File: src/rtl/multdiv_wb.sv
// multdiv_wb: iterative signed 32-bit multiply/divide unit with regfile writeback handshake
module multdiv_wb #(
  parameter int WIDTH = 32,
  parameter int ITER = 32,
  parameter int MULT_EXC_CODE = 4,
  parameter int DIV_EXC_CODE = 5
) (
  input  logic clock,
  input  logic ctrl_reset,
  input  logic ctrl_MULT,
  input  logic ctrl_DIV,
  input  logic [WIDTH-1:0] data_operandA,
  input  logic [WIDTH-1:0] data_operandB,
  input  logic [4:0] ctrl_rd,
  input  logic wb_ack,
  output logic busy,
  output logic wb_req,
  output logic ctrl_writeEnable,
  output logic [4:0] ctrl_writeReg,
  output logic [WIDTH-1:0] data_writeReg,
  output logic rs_write,
  output logic [WIDTH-1:0] rs_writeData,
  output logic data_resultRDY
);
  localparam int CW = $clog2(ITER);
  typedef enum logic [1:0] {IDLE, RUN, WB} state_t;
  state_t state_q, state_d;
  logic op_q, op_d, neg_q, neg_d, dz_q, dz_d, fin_q, fin_d, exc_q, exc_d;
  logic [CW-1:0] cnt_q, cnt_d;
  logic [4:0] rd_q, rd_d;
  logic [2*WIDTH-1:0] a_q, a_d, p_q, p_d, prod;
  logic [WIDTH-1:0] b_q, b_d, res_q, res_d, mag_a, mag_b, quo;
  logic [WIDTH:0] rem_t, rem_s;
  logic start, fits, commit;
  // magnitudes, one restoring-divide trial step and sign-corrected results
  always_comb begin
    start = ctrl_MULT ^ ctrl_DIV;
    mag_a = data_operandA[WIDTH-1] ? -data_operandA : data_operandA;
    mag_b = data_operandB[WIDTH-1] ? -data_operandB : data_operandB;
    rem_t = p_q[2*WIDTH-1:WIDTH-1];
    rem_s = rem_t - {1'b0, a_q[WIDTH-1:0]};
    fits = rem_t >= {1'b0, a_q[WIDTH-1:0]};
    prod = neg_q ? -p_q : p_q;
    quo = neg_q ? -p_q[WIDTH-1:0] : p_q[WIDTH-1:0];
  end
  // next-state: latch at start, iterate in RUN, one finishing cycle, hold in WB until granted
  always_comb begin
    state_d = state_q;
    op_d = op_q;
    neg_d = neg_q;
    dz_d = dz_q;
    fin_d = fin_q;
    exc_d = exc_q;
    cnt_d = cnt_q;
    rd_d = rd_q;
    a_d = a_q;
    b_d = b_q;
    p_d = p_q;
    res_d = res_q;
    if (state_q == IDLE && start) begin
      state_d = RUN;
      op_d = ctrl_DIV;
      neg_d = data_operandA[WIDTH-1] ^ data_operandB[WIDTH-1];
      dz_d = (data_operandB == '0) || (data_operandA == {1'b1, {(WIDTH-1){1'b0}}} && &data_operandB);
      fin_d = 1'b0;
      cnt_d = CW'(ITER - 1);
      rd_d = ctrl_rd;
      a_d = {{WIDTH{1'b0}}, ctrl_DIV ? mag_b : mag_a};
      b_d = mag_b;
      p_d = ctrl_DIV ? {{WIDTH{1'b0}}, mag_a} : '0;
    end else if (state_q == RUN && fin_q) begin
      state_d = WB;
      exc_d = op_q ? dz_q : !(&prod[2*WIDTH-1:WIDTH-1] || ~|prod[2*WIDTH-1:WIDTH-1]);
      res_d = op_q ? (dz_q ? '0 : quo) : prod[WIDTH-1:0];
    end else if (state_q == RUN) begin
      fin_d = cnt_q == '0;
      cnt_d = cnt_q == '0 ? cnt_q : cnt_q - 1'b1;
      p_d = op_q ? (fits ? {rem_s[WIDTH-1:0], p_q[WIDTH-2:0], 1'b1} : {rem_t[WIDTH-1:0], p_q[WIDTH-2:0], 1'b0})
                 : (b_q[0] ? p_q + a_q : p_q);
      a_d = op_q ? a_q : a_q << 1;
      b_d = op_q ? b_q : b_q >> 1;
    end else if (state_q == WB && wb_ack) begin
      state_d = IDLE;
    end
  end
  // state and datapath registers, cleared by reset
  always_ff @(posedge clock) begin
    if (ctrl_reset) begin
      state_q <= IDLE;
      op_q <= 1'b0;
      neg_q <= 1'b0;
      dz_q <= 1'b0;
      fin_q <= 1'b0;
      exc_q <= 1'b0;
      cnt_q <= '0;
      rd_q <= '0;
      a_q <= '0;
      b_q <= '0;
      p_q <= '0;
      res_q <= '0;
    end else begin
      state_q <= state_d;
      op_q <= op_d;
      neg_q <= neg_d;
      dz_q <= dz_d;
      fin_q <= fin_d;
      exc_q <= exc_d;
      cnt_q <= cnt_d;
      rd_q <= rd_d;
      a_q <= a_d;
      b_q <= b_d;
      p_q <= p_d;
      res_q <= res_d;
    end
  end
  // writeback outputs: fields shown throughout WB, strobes only in the granted cycle
  always_comb begin
    busy = state_q != IDLE;
    wb_req = state_q == WB;
    commit = wb_req && wb_ack;
    data_resultRDY = commit;
    ctrl_writeEnable = commit && !exc_q && rd_q != '0;
    rs_write = commit && exc_q;
    ctrl_writeReg = wb_req ? rd_q : '0;
    data_writeReg = wb_req ? res_q : '0;
    rs_writeData = (wb_req && exc_q) ? WIDTH'(op_q ? DIV_EXC_CODE : MULT_EXC_CODE) : '0;
  end
endmodule

File: config.mk
export PLATFORM = sky130hd
export DESIGN_NAME = multdiv_wb
export DESIGN_NICKNAME = d
export VERILOG_FILES = /design/src/rtl/multdiv_wb.sv
export SDC_FILE = /design/constraint.sdc
export NUM_CORES = 1
export LEC_CHECK = 0
export CORE_ASPECT_RATIO = 0.7
export CORE_UTILIZATION = 35
export CTS_CLUSTER_DIAMETER = 60
export CTS_CLUSTER_SIZE = 30
export DETAILED_ROUTE_END_ITERATION = 10
export PLACE_DENSITY = 0.56
export SLEW_MARGIN = 5
export SYNTH_ARGS = -nofsm -noshare
export SYNTH_HDL_FRONTEND = slang
export SYNTH_SLANG_ARGS = --single-unit
File: constraint.sdc
create_clock -name clock -period 9.8 [get_ports clock]
set_input_delay 1.96 -clock clock [delete_from_list [all_inputs] [get_ports clock]]
set_output_delay 1.96 -clock clock [all_outputs]
set_load 0.03 [all_outputs]
==> results.cfg <==
[logic_synthesis]
syn_area_mm2 = 0.0183
synth_cell_type_count = 79
yosys-top-cells-area = dfxtp_1, nand2_1, ha_1
synth_most_common_cell = nand2_1
syn_inst = 2511
post-synth-top-area-cell = dfxtp_1
synth_common_cells = nand2_1, nor2_1, dfxtp_1
synth_seq_cells = 209
synth_edf_count = 0
ys_warn_count = 0
syn_avg_cell_area_um2 = 7.28
synth_top_area_share = 0.229
synthArstFlopShare = 0
ys_seq_area_frac = 0.229
synthFlopType = dfxtp_1

[die]
die_x_um = 275
rows = 69
initial_core_util = 0.357
dieHeight_um = 193
core_area_mm2 = 0.0512
ios = 148
dieArea_mm2 = 0.0532

[worst_setup_path]
worst_r2r_path_depth = 12
crit_end = ctrl_writeEnable
r2r_slack_ns = 5.07
crit_arrival_ns = 3.45
cp_slowest_cell = clkdlybuf4s50_1
worstPathMaxFanout = 3
r2r-start = a_q[0]$_SDFFE_PP0P_
crit_path_start_kind = input pin
slowest_delay_ns = 0.71
cpMostUsedCell = clkdlybuf4s50_1
setup.worst_path.end_class = output port
crit_chain = clkdlybuf4s50_1 > nand2_1 > nor3_1 > clkdlybuf4s50_1
critical_path.startpoint = wb_ack
rr_endpoint = p_q[56]$_SDFFE_PP0P_
critical_path_class = in2out
required_ns = 7.84

[finish]
nets = 2689
drive_above_1_share = 0.0530
finalInstanceArea_mm2 = 0.0206
finalNonFillerCells = 3202
final_util = 0.402
area_growth_pct = 12.5

[timing]
period_needed_ns = 5.41
finalSetupViolations = 0
skew_ns = 0.0328
max_freq_ghz = 0.185
setup_slack_ns = 4.39
rsz0062_at_grt = no
drv_slew = 0
tns_ns = 0
final_hold_viol_count = 0
period_share = 0.552
worstMarginPinSlew_ns = 1.19
relSlewSlack = 0.201
timing.hold.ws_ns = 0.463

[route]
ant_nets = 0
vias_per_cell = 6.03
wire_per_inst_um = 22.4
drt_iter0_drc = 2460
vias = 19307
drtPass1Iterations = 8
route.detailed.drc = 0
drt_wl_total_um = 71600

[clocking]
clkTransAtPathRegs_ns = 0.06
cts_setup_buffers = 0
cts_tree = built
max-clock-path-buffers = 3
cts_hold_buf = 0
cts_buffers = 23
htree_levels = 1
clock_sinks = 209
cts_resized = 0
clockRootBuffer = clkbuf_16
clk_latency_ns = 0.57

[global_routing]
track_usage = 0.261
grt_pass1_vias = 17388
antenna_found_initial = 1
grt_pass1_wl_um = 108000
overflow = 0
grt_max_degree = 100

[power]
ir_worst_vdd_uv = 107
p_leak_nw = 7.94
p_total_mw = 2.85
power_density_mw_per_mm2 = 139

[outcome]
status = completed

[placement]
gp_routability_congestion = 0.968
place_area_mm2 = 0.0198
detailedPlace.worstSlack_ns = 4.38
port_buffers = 117
dp.cells = 3161
place_hpwl_um = 54900

[flow_run]
drv_cap = 0

[hold_path]
hp-start = res_q[31]$_SDFFE_PP0P_
min-delay-path-class = reg2reg
## logic make-up after synthesis
family,synth area share
simple gates,0.239
compound gates,0.276
buf+inv,0.0642
flops,0.229
xor+xnor,0.0962
fa+ha+maj,0.0713
mux,0.0242
other cells,0.000205
## sequential cells by signal, indices dropped and copies added, names as in the netlist
name	count
fin_q	1
b_q	32
exc_q	1
a_q	64
dz_q	1
neg_q	1
p_q	64
cnt_q	5
res_q	32
op_q	1
state_q	2
rd_q	5
## where the power goes
part	leakage (nW)	switching, mW	total, mW	internal, mW
Sequential	1.70	0.106	1.01	0.906
Clock	0.364	0.451	0.911	0.461
Combinational	5.88	0.603	0.929	0.326
## critical path: cells and delay by family
kind / cells / cell delay, ns
AND/OR/NAND/NOR: 2 / 0.31
buffers and inverters: 2 / 1.18
## layout make-up
cell class                 count  area, µm²
multi-input combinational   2051      13100
clock inverter                16        179
tap                          674        843
sequential                   209       4190
antenna                        1       2.50
clock buffer                  24        589
timing repair buffer         146       1380
inverter                      81        304
fill                        5324      30600
## layout by cell type, fill, tap and decap left out, types with 38 or more instances in the layout
master,count
o21ai_0,145
a22oi_1,52
o31ai_1,41
inv_1,81
a21oi_1,175
xor2_1,84
ha_1,101
dfxtp_1,207
nand3_1,38
and2_1,43
nand2_1,360
clkdlybuf4s50_1,115
xnor2_1,117
a211oi_1,44
nor2_1,218
a21o_1,56
a311oi_1,42
and3_1,38
## worst min-delay path by stage
stage / depth (start not counted) / end / slack [ns]
after global routing: 2 / res_q[31]$_SDFFE_PP0P_ / 0.48
after global placement: 2 / res_q[31]$_SDFFE_PP0P_ / 0.45
final: 2 / res_q[31]$_SDFFE_PP0P_ / 0.46
after floorplan: 2 / res_q[31]$_SDFFE_PP0P_ / 0.43
after CTS: 2 / res_q[31]$_SDFFE_PP0P_ / 0.47
after detailed placement: 2 / res_q[31]$_SDFFE_PP0P_ / 0.46
## metal layers
layer	track usage	part of all wire	wire [µm]
met1	0.434	0.51	36800
met4	0.0419	0.014	1040
met5	0	0.00018	13
met3	0.0564	0.11	7870
met2	0.329	0.36	25900
No activity file was read; power rests on OpenSTA's default activity.
